### src/rtl/vector_pe_pkg.sv
// vector_pe_pkg: default widths, lane data types and accumulator saturation limits for the vector PE
package vector_pe_pkg;
    localparam int DATA_W      = 8;
    localparam int ACC_W       = 32;
    localparam int LANES_N     = 4;
    localparam int MULT_PIPE_D = 1;
    typedef logic signed [DATA_W-1:0] data_t;
    typedef logic signed [ACC_W-1:0]  psum_t;
    localparam psum_t ACC_MAX = {1'b0, {(ACC_W-1){1'b1}}};
    localparam psum_t ACC_MIN = {1'b1, {(ACC_W-1){1'b0}}};
endpackage

### src/rtl/vector_pe_lane.sv
// vector_pe_lane: one MAC lane (shadow/active weight, multiply, optional product stage, add/clamp); VECTOR_PE_SATURATE_EN selects saturation
module vector_pe_lane
    import vector_pe_pkg::*;
#(
    parameter int DATA_WIDTH = DATA_W,
    parameter int ACC_WIDTH  = ACC_W,
    parameter int MULT_PIPE  = MULT_PIPE_D
) (
    input  logic                  clk,
    input  logic                  rst,
    input  logic                  sync_rst,
    input  logic                  en,
    input  logic                  load,
    input  logic                  swap,
    input  logic                  in_valid,
    input  logic                  s1_valid,
    input  logic [DATA_WIDTH-1:0] weight_in,
    input  logic [DATA_WIDTH-1:0] act_in,
    input  logic [ACC_WIDTH-1:0]  psum_in,
    output logic [ACC_WIDTH-1:0]  psum_out,
    output logic                  ovf
);
    localparam int PW = 2 * DATA_WIDTH;
    logic signed [DATA_WIDTH-1:0] shadow_q, shadow_d, active_q, active_d;
    logic signed [PW-1:0]         prod, prod_q, prod_d, add_prod;
    logic signed [ACC_WIDTH-1:0]  psum1_q, psum1_d, add_psum, sum, psum_q, psum_d;
    logic                         add_valid, clamp, ovf_q, ovf_d;
`ifdef VECTOR_PE_SATURATE_EN
    logic signed [ACC_WIDTH:0]    sum_w;
`endif

    always_comb begin
        prod      = $signed(act_in) * active_q;
        add_prod  = (MULT_PIPE != 0) ? prod_q : prod;
        add_psum  = (MULT_PIPE != 0) ? psum1_q : $signed(psum_in);
        add_valid = (MULT_PIPE != 0) ? s1_valid : in_valid;
`ifdef VECTOR_PE_SATURATE_EN
        sum_w = (ACC_WIDTH+1)'(add_prod) + (ACC_WIDTH+1)'(add_psum);
        clamp = sum_w[ACC_WIDTH] != sum_w[ACC_WIDTH-1];
        // the extra sign bit picks which rail to clamp to
        sum   = clamp ? {sum_w[ACC_WIDTH], {(ACC_WIDTH-1){~sum_w[ACC_WIDTH]}}} : sum_w[ACC_WIDTH-1:0];
`else
        clamp = 1'b0;
        sum   = ACC_WIDTH'(add_prod) + add_psum;
`endif
        shadow_d = shadow_q;
        active_d = active_q;
        prod_d   = prod_q;
        psum1_d  = psum1_q;
        psum_d   = psum_q;
        ovf_d    = ovf_q;
        if (sync_rst) begin
            shadow_d = '0;
            active_d = '0;
            prod_d   = '0;
            psum1_d  = '0;
            psum_d   = '0;
            ovf_d    = 1'b0;
        end else if (en) begin
            shadow_d = load ? weight_in : shadow_q;
            active_d = swap ? shadow_q : active_q;
            prod_d   = in_valid ? prod : prod_q;
            psum1_d  = in_valid ? psum_in : psum1_q;
            psum_d   = add_valid ? sum : psum_q;
            ovf_d    = ovf_q | (add_valid & clamp);
        end
    end

    always_ff @(posedge clk or posedge rst) begin
        if (rst) begin
            shadow_q <= '0;
            active_q <= '0;
            prod_q   <= '0;
            psum1_q  <= '0;
            psum_q   <= '0;
            ovf_q    <= 1'b0;
        end else begin
            shadow_q <= shadow_d;
            active_q <= active_d;
            prod_q   <= prod_d;
            psum1_q  <= psum1_d;
            psum_q   <= psum_d;
            ovf_q    <= ovf_d;
        end
    end

    assign psum_out = psum_q;
    assign ovf      = ovf_q;
endmodule

### src/rtl/vector_processing_element.sv
// vector_processing_element: LANES-wide weight-stationary MAC tile with double-buffered weights; define VECTOR_PE_SATURATE_EN for saturating accumulation
module vector_processing_element
    import vector_pe_pkg::*;
#(
    parameter int DATA_WIDTH = DATA_W,
    parameter int ACC_WIDTH  = ACC_W,
    parameter int LANES      = LANES_N,
    parameter int MULT_PIPE  = MULT_PIPE_D
) (
    input  logic                        CLK,
    input  logic                        ASYNC_RST,
    input  logic                        SYNC_RST,
    input  logic                        EN,
    input  logic                        InValid,
    input  logic [LANES*DATA_WIDTH-1:0] Input,
    input  logic [LANES*ACC_WIDTH-1:0]  PsumIn,
    input  logic                        WeightLoad,
    input  logic [LANES*DATA_WIDTH-1:0] WeightIn,
    input  logic                        WeightSwap,
    output logic                        WeightReady,
    output logic [LANES*DATA_WIDTH-1:0] ToRight,
    output logic                        ToRightValid,
    output logic [LANES*ACC_WIDTH-1:0]  PsumOut,
    output logic                        PsumValid,
    output logic [LANES-1:0]            Overflow
);
    logic                        ready_q, ready_d, trv_q, trv_d, v1_q, v1_d, pv_q, pv_d, swap_fire;
    logic [LANES*DATA_WIDTH-1:0] tr_q, tr_d;

    assign swap_fire = WeightSwap & ready_q;

    always_comb begin
        ready_d = ready_q;
        tr_d    = tr_q;
        trv_d   = trv_q;
        v1_d    = v1_q;
        pv_d    = pv_q;
        if (SYNC_RST) begin
            ready_d = 1'b0;
            tr_d    = '0;
            trv_d   = 1'b0;
            v1_d    = 1'b0;
            pv_d    = 1'b0;
        end else if (EN) begin
            // a load always leaves fresh weights pending, even if a swap consumed the old ones
            ready_d = WeightLoad | (ready_q & ~WeightSwap);
            tr_d    = InValid ? Input : tr_q;
            trv_d   = InValid;
            v1_d    = InValid;
            pv_d    = (MULT_PIPE != 0) ? v1_q : InValid;
        end
    end

    always_ff @(posedge CLK or posedge ASYNC_RST) begin
        if (ASYNC_RST) begin
            ready_q <= 1'b0;
            tr_q    <= '0;
            trv_q   <= 1'b0;
            v1_q    <= 1'b0;
            pv_q    <= 1'b0;
        end else begin
            ready_q <= ready_d;
            tr_q    <= tr_d;
            trv_q   <= trv_d;
            v1_q    <= v1_d;
            pv_q    <= pv_d;
        end
    end

    for (genvar i = 0; i < LANES; i++) begin : g_lane
        vector_pe_lane #(
            .DATA_WIDTH(DATA_WIDTH),
            .ACC_WIDTH (ACC_WIDTH),
            .MULT_PIPE (MULT_PIPE)
        ) u_lane (
            .clk      (CLK),
            .rst      (ASYNC_RST),
            .sync_rst (SYNC_RST),
            .en       (EN),
            .load     (WeightLoad),
            .swap     (swap_fire),
            .in_valid (InValid),
            .s1_valid (v1_q),
            .weight_in(WeightIn[i*DATA_WIDTH +: DATA_WIDTH]),
            .act_in   (Input[i*DATA_WIDTH +: DATA_WIDTH]),
            .psum_in  (PsumIn[i*ACC_WIDTH +: ACC_WIDTH]),
            .psum_out (PsumOut[i*ACC_WIDTH +: ACC_WIDTH]),
            .ovf      (Overflow[i])
        );
    end

    assign WeightReady  = ready_q;
    assign ToRight      = tr_q;
    assign ToRightValid = trv_q;
    assign PsumValid    = pv_q;
endmodule

### config.mk
export PLATFORM = sky130hd
export DESIGN_NAME = vector_processing_element
export DESIGN_NICKNAME = d
export VERILOG_FILES = /design/src/rtl/vector_pe_pkg.sv /design/src/rtl/vector_pe_lane.sv /design/src/rtl/vector_processing_element.sv
export SDC_FILE = /design/constraint.sdc
export NUM_CORES = 2
export LEC_CHECK = 0
export CAP_MARGIN = 15
export CORE_ASPECT_RATIO = 0.8
export CORE_MARGIN = 1.5
export CORE_UTILIZATION = 63
export DETAILED_ROUTE_END_ITERATION = 10
export GPL_TIMING_DRIVEN = 0
export PLACE_DENSITY = 0.95
export SLEW_MARGIN = 0
export SYNTH_ARGS = -nofsm -noshare
export SYNTH_HDL_FRONTEND = slang
export SYNTH_HIERARCHICAL = 1
export SYNTH_SLANG_ARGS = --single-unit
### constraint.sdc
create_clock -name CLK -period 7.4 [get_ports CLK]
set_input_delay 1.11 -clock CLK [delete_from_list [all_inputs] [get_ports CLK]]
set_output_delay 1.11 -clock CLK [all_outputs]
set_load 0.01 [all_outputs]
# Yosys cells after proc, flatten, opt, wreduce, memory -nomap -nowiden

Cells that the tools add are included.

Bits in registers: 419
Latch bits: 0
Bits in writable memories: 0
Memory bits (read-only): 0
Output and inout port bits: 167
Memories kept: 0

Add/sub/neg operators: 4
Multiply operators: 4
Divide/modulo/power cells: 0
$lt $le $gt $ge: 0
Equality and inequality tests: 0
Shift operators: 0
Multiplexer cells: 69
Bitwise operators: 4
Reduce and logical (&&, ||, !) cells: 9

Operator list:

| kind               | count |
|---|---|
| $mux W32           | 27 |
| $mux W16           | 12 |
| $mux W8            | 24 |
| $add A16 B32 Y32   | 4 |
| $mul A8 B8 Y16     | 4 |
| $reduce_bool A2 Y1 | 5 |
| $reduce_and A2 Y1  | 4 |
| $mux W1            | 6 |
| $and A1 B1 Y1      | 2 |
| $not A1 Y1         | 1 |
| $or A1 B1 Y1       | 1 |

# Longest topological paths before layout

Word-level depth: 5
Depth in mapped cells: 19
Depth with buffers taken out: 19

# Modules after synthesis

Netlist, hierarchy kept.

By module, submodules not included:

| module                            | instances | cells each | area each (um^2) | seq. area each (um^2) |
|---|---|---|---|---|
| vector_pe_lane (g_lane[2].u_lane) | 1         | 802        | 7554.7           | 2402.3 |
| vector_pe_lane (g_lane[3].u_lane) | 1         | 791        | 7524.7           | 2402.3 |
| vector_pe_lane (g_lane[1].u_lane) | 1         | 778        | 7508.5           | 2402.3 |
| vector_pe_lane (g_lane[0].u_lane) | 1         | 777        | 7502.2           | 2402.3 |
| vector_processing_element         | 1         | 159        | 1895.6           | 875.8 |

# Worst setup path after synthesis

OpenSTA, ideal clock, no wires.

Kind: input -> register
Start point: input Input[0]
End point: register g_lane[0].u_lane.prod_q[14]
Setup time: 0.123 ns
Arrival: 5.082 ns
Required time: 7.277 ns
Slack: 2.195 ns
Stages on the path: 17
Cells stage by stage: nand2b_1 > fa_1 > fa_1 > inv_1 > fa_1 > inv_1 > fa_1 > inv_1 > ha_1 > a21o_1 > a21o_1 > a21o_1 > a21o_1 > a31o_1 > a21oi_1 > xor2_1 > o21ai_1

Cells in the longest elaborated chain, start to end: 4

RTL lines:

| item                   | line                            | source |
|---|---|---|
| start: declaration     | vector_processing_element.sv:15 | `input logic [LANES*DATA_WIDTH-1:0] Input,` |
| $mul A8 B8 Y16         | vector_pe_lane.sv:33            | `prod = $signed(act_in) * active_q;` |
| $mux W16               | vector_pe_lane.sv:62            | `prod_d = in_valid ? prod : prod_q;` |
| $mux W16               | vector_pe_lane.sv:59            | `end else if (en) begin` |
| $mux W16               | vector_pe_lane.sv:52            | `if (sync_rst) begin` |
| end signal: assignment | vector_pe_lane.sv:80            | `prod_q <= prod_d;` |
| end: declaration       | vector_pe_lane.sv:25            | `logic signed [PW-1:0] prod, prod_q, prod_d, add_prod;` |

No other way between the ends. The select of a mux whose other input is x is not followed.
A chain may end at the register's enable or synchronous reset.

# Final worst setup path

Start point: input Input[18]
End point: register g_lane[2].u_lane.prod_q[14]

Cells in the longest elaborated chain, start to end: 4

RTL lines:

| item                   | line |
|---|---|
| $mul A8 B8 Y16         | vector_pe_lane.sv:33 |
| $mux W16               | vector_pe_lane.sv:62 |
| $mux W16               | vector_pe_lane.sv:59 |
| $mux W16               | vector_pe_lane.sv:52 |
| end signal: assignment | vector_pe_lane.sv:80 |
| end: declaration       | vector_pe_lane.sv:25 |

No other way between the ends. The select of a mux whose other input is x is not followed.

==> flow_metrics.tcl <==
set metrics [dict create \
    syn_area_um2 32000 \
    grt_overflow_total 0 \
    htreeDepth 2 \
    r2r_start "g_lane[2].u_lane/active_q[3]" \
    run_status "complete, no violations" \
    num_rows 73 \
    required_ps 7910 \
    portBuffers 360 \
    async_flop_share 1.00 \
    min-delay-start "g_lane[2].u_lane/psum_out[21]" \
    finClkSkew_ps 16.7 \
    hold_buffers 0 \
    grt_max_degree 54 \
    ant_nets 0 \
    whs_endpoint "g_lane[2].u_lane/psum_out[21]" \
    r2r_end "g_lane[2].u_lane/add_prod[14]" \
    cts_setup_buffers 0 \
    setup_viol 0 \
    fin_crit_ps 5600 \
    drive_gt1_frac 0.0485 \
    power_frac_clock 0.433 \
    max_freq_mhz 179 \
    syn_inst 3307 \
    stdcell_count 4431 \
    io_pins 366 \
    core_area_um2 49900 \
    antenna_found_initial 8 \
    vias 27000 \
    combPwrFrac 0.116 \
    cts_root_buffer "clkbuf_16" \
    synth_top_area_frac 0.328 \
    switchingPower_mw 1.36 \
    start_util 0.641 \
    ys_warn_count 6 \
    cts_tree "done" \
    final_cell_mix "dfrtp_1, inv_1, clkdlybuf4s50_1" \
    die_w_um 255 \
    drtIter0Drc 2502 \
    synth_edf_count 0 \
    drt_wl_total_um 88800 \
    slew_violations 0 \
    worst-endpoint-arrival_ps 6110 \
    final_common_cell "dfrtp_1" \
    worst_pin_slew_ps 1190 \
    synth_nets 3970 \
    drt-wirelength-per-cell_um 20.0 \
    p_int_mw 3.94 \
    reg2regPathDepth 18 \
    rsz0062_at_grt "no" \
    viasPerCell 6.09 \
    cts.sinks 419 \
    yosysUniqueCellTypes 95 \
    grt_pass1_wl_um 142000 \
    startpoint_type "input pin" \
    min_path_type "register to register" \
    min_path_cells 2 \
    switching_share 0.257 \
    cts_resized 0 \
    path_class "input pin to register" \
    first_global_vias 27200 \
    nets 4381 \
    first_pass_iters 6 \
    relSlewSlack 0.204 \
    drv_cap 0 \
    ys_top_cells_by_area "dfrtp_1, fa_1, ha_1" \
    clk_latency_ps 580 \
    powerDensity_nw_per_um2 139 \
    avgSynthCellArea_um2 9.67 \
    track_usage 0.343 \
    fin_setup_tns_ps 0 \
    end_kind "register" \
    dieArea_um2 52100 \
    post-route-period-util 0.757 \
    ctsLongestPathBuffers 3 \
    yosys_most_used_dff "dfrtp_1" \
    gp_congestion 0.946 \
    yosysSeqAreaShare 0.328 \
    synth_top_area_cell "dfrtp_1" \
    crit_path_max_fanout 9 \
    die_h_um 205 \
    drc 0 \
    place_inst 4347 \
    syn_to_final_growth_pct 19.0 \
    clkTransAtPathRegs_ps 70 \
    final_hold_viol_count 0 \
    numCtsBuffers 44 \
    pwr-share-seq 0.451 \
    r2r_setup_slack_ps 2530 \
    dp_hpwl_um 66900 \
    synth-seq-cells 419 \
    p_leak_nw 18.2 \
    peakVddDrop_mv 0.182 \
]
==> through the flow <==
step | hold WS [ps] | setup WS [ps] | area, µm² | power, mW | util
6_report | 483 | 1800 | 38100 | 5.30 | 0.763
3_3_place_gp | 462 | 1350 | 36400 | 3.00 | 0.731
5_1_grt | 503 | 1640 | 38100 | 5.46 | 0.763
2_1_floorplan | 456 | 2190 | 32000 | 2.73 | -
4_1_cts | 487 | 1890 | 38000 | 5.32 | 0.763
3_5_place_dp | 473 | 1300 | 36600 | 3.03 | 0.734
==> worst max-delay path by stage <==
stage / startpoint / endpoint / depth (start not counted)
2_1_floorplan: Input[0] / g_lane[0].u_lane/add_prod[14] / 17
3_3_place_gp: Input[0] / g_lane[0].u_lane/add_prod[14] / 18
3_5_place_dp: Input[0] / g_lane[0].u_lane/add_prod[14] / 18
4_1_cts: Input[0] / g_lane[0].u_lane/add_prod[14] / 18
5_1_grt: Input[8] / g_lane[1].u_lane/add_prod[14] / 18
6_report: Input[18] / g_lane[2].u_lane/add_prod[14] / 18
==> Yosys cell counts (6+ instances only) <==
cell type,number
a21oi_2,20
inv_1,377
nor2_1,55
clkbuf_1,95
o31ai_1,14
and2_1,188
a22o_1,158
nand3_1,111
fa_1,224
buf_4,9
nand4_1,10
nor3_1,22
o21ai_1,52
o21bai_1,26
xnor2_1,107
o21ai_0,129
and3_1,14
ha_1,240
buf_2,9
nand3_2,19
or2_2,8
xor2_1,52
nand2b_1,20
a21o_1,73
nor3b_1,6
mux2i_1,6
dfrtp_1,419
or3_1,18
a211oi_1,10
a31oi_1,20
nand2_1,346
o21a_1,19
o211ai_1,11
buf_1,9
a32o_1,13
a21bo_1,33
a21oi_1,211
nor2b_1,38
==> final cells by class <==
type	count	area, µm²
tap	675	845
sequential	419	10500
inverter	378	1430
buffer	129	593
clock buffer	62	1270
multi-input combinational	2381	19500
antenna	6	15.0
timing repair buffer	365	3740
clock inverter	16	194
fill	3222	11800
==> per-layer routing <==
layer	share of wire	track usage	routed length, µm	vias to the layer above
met5	0.00032	0	28	-
met4	0.040	0.135	3570	4
met3	0.094	0.0656	8330	280
met2	0.46	0.543	40700	1387
met1	0.41	0.469	36200	13200
li1	-	-	-	12100
==> critical path: stages <==
cell and delay (ps):
clkdlybuf4s50_1 700, and2_1 330, ha_1 210, fa_1 490, ha_1 290, inv_1 50
fa_1 470, inv_1 40, ha_1 210, fa_1 470, a21o_1 200, a21oi_1 280
o21bai_1 120, a21oi_1 250, o21bai_1 130, a211o_1 320, a2111o_1 370, nand3_1 80
==> cell families (layout without fill, tap and decap cells) <==
logic type / count (synthesis) / count (layout) / share of synthesized area
flip-flops: 419 / 419 / 0.328
buffers and inverters: 507 / 950 / 0.0629
AND/OR/NAND/NOR: 878 / 878 / 0.139
AO/OA/AOI/OAI: 865 / 865 / 0.189
adder cells (fa/ha/maj): 464 / 464 / 0.234
XOR/XNOR: 159 / 159 / 0.0435
multiplexers: 11 / 11 / 0.00364
other: 4 / 10 / 0.000469
==> sequential cells by signal (all words and copies together), names as in the netlist <==
register	flops
g_lane.u_lane/add_psum	128
WeightReady	1
v1_q	1
PsumValid	1
g_lane.u_lane/psum_out	128
g_lane.u_lane/active_q	32
g_lane.u_lane/shadow_q	32
g_lane.u_lane/add_prod	64
ToRight	32
==> power groups by stage <==
stage               Clock (mW)  Combinational (mW)  Sequential (mW)
floorplan                    0               0.305             2.42
global placement             0               0.574             2.43
detailed placement           0               0.600             2.43
CTS                       2.32               0.608             2.39
global route              2.41               0.662             2.40
finish                    2.29               0.615             2.39
No activity file was read; power rests on OpenSTA's default activity.
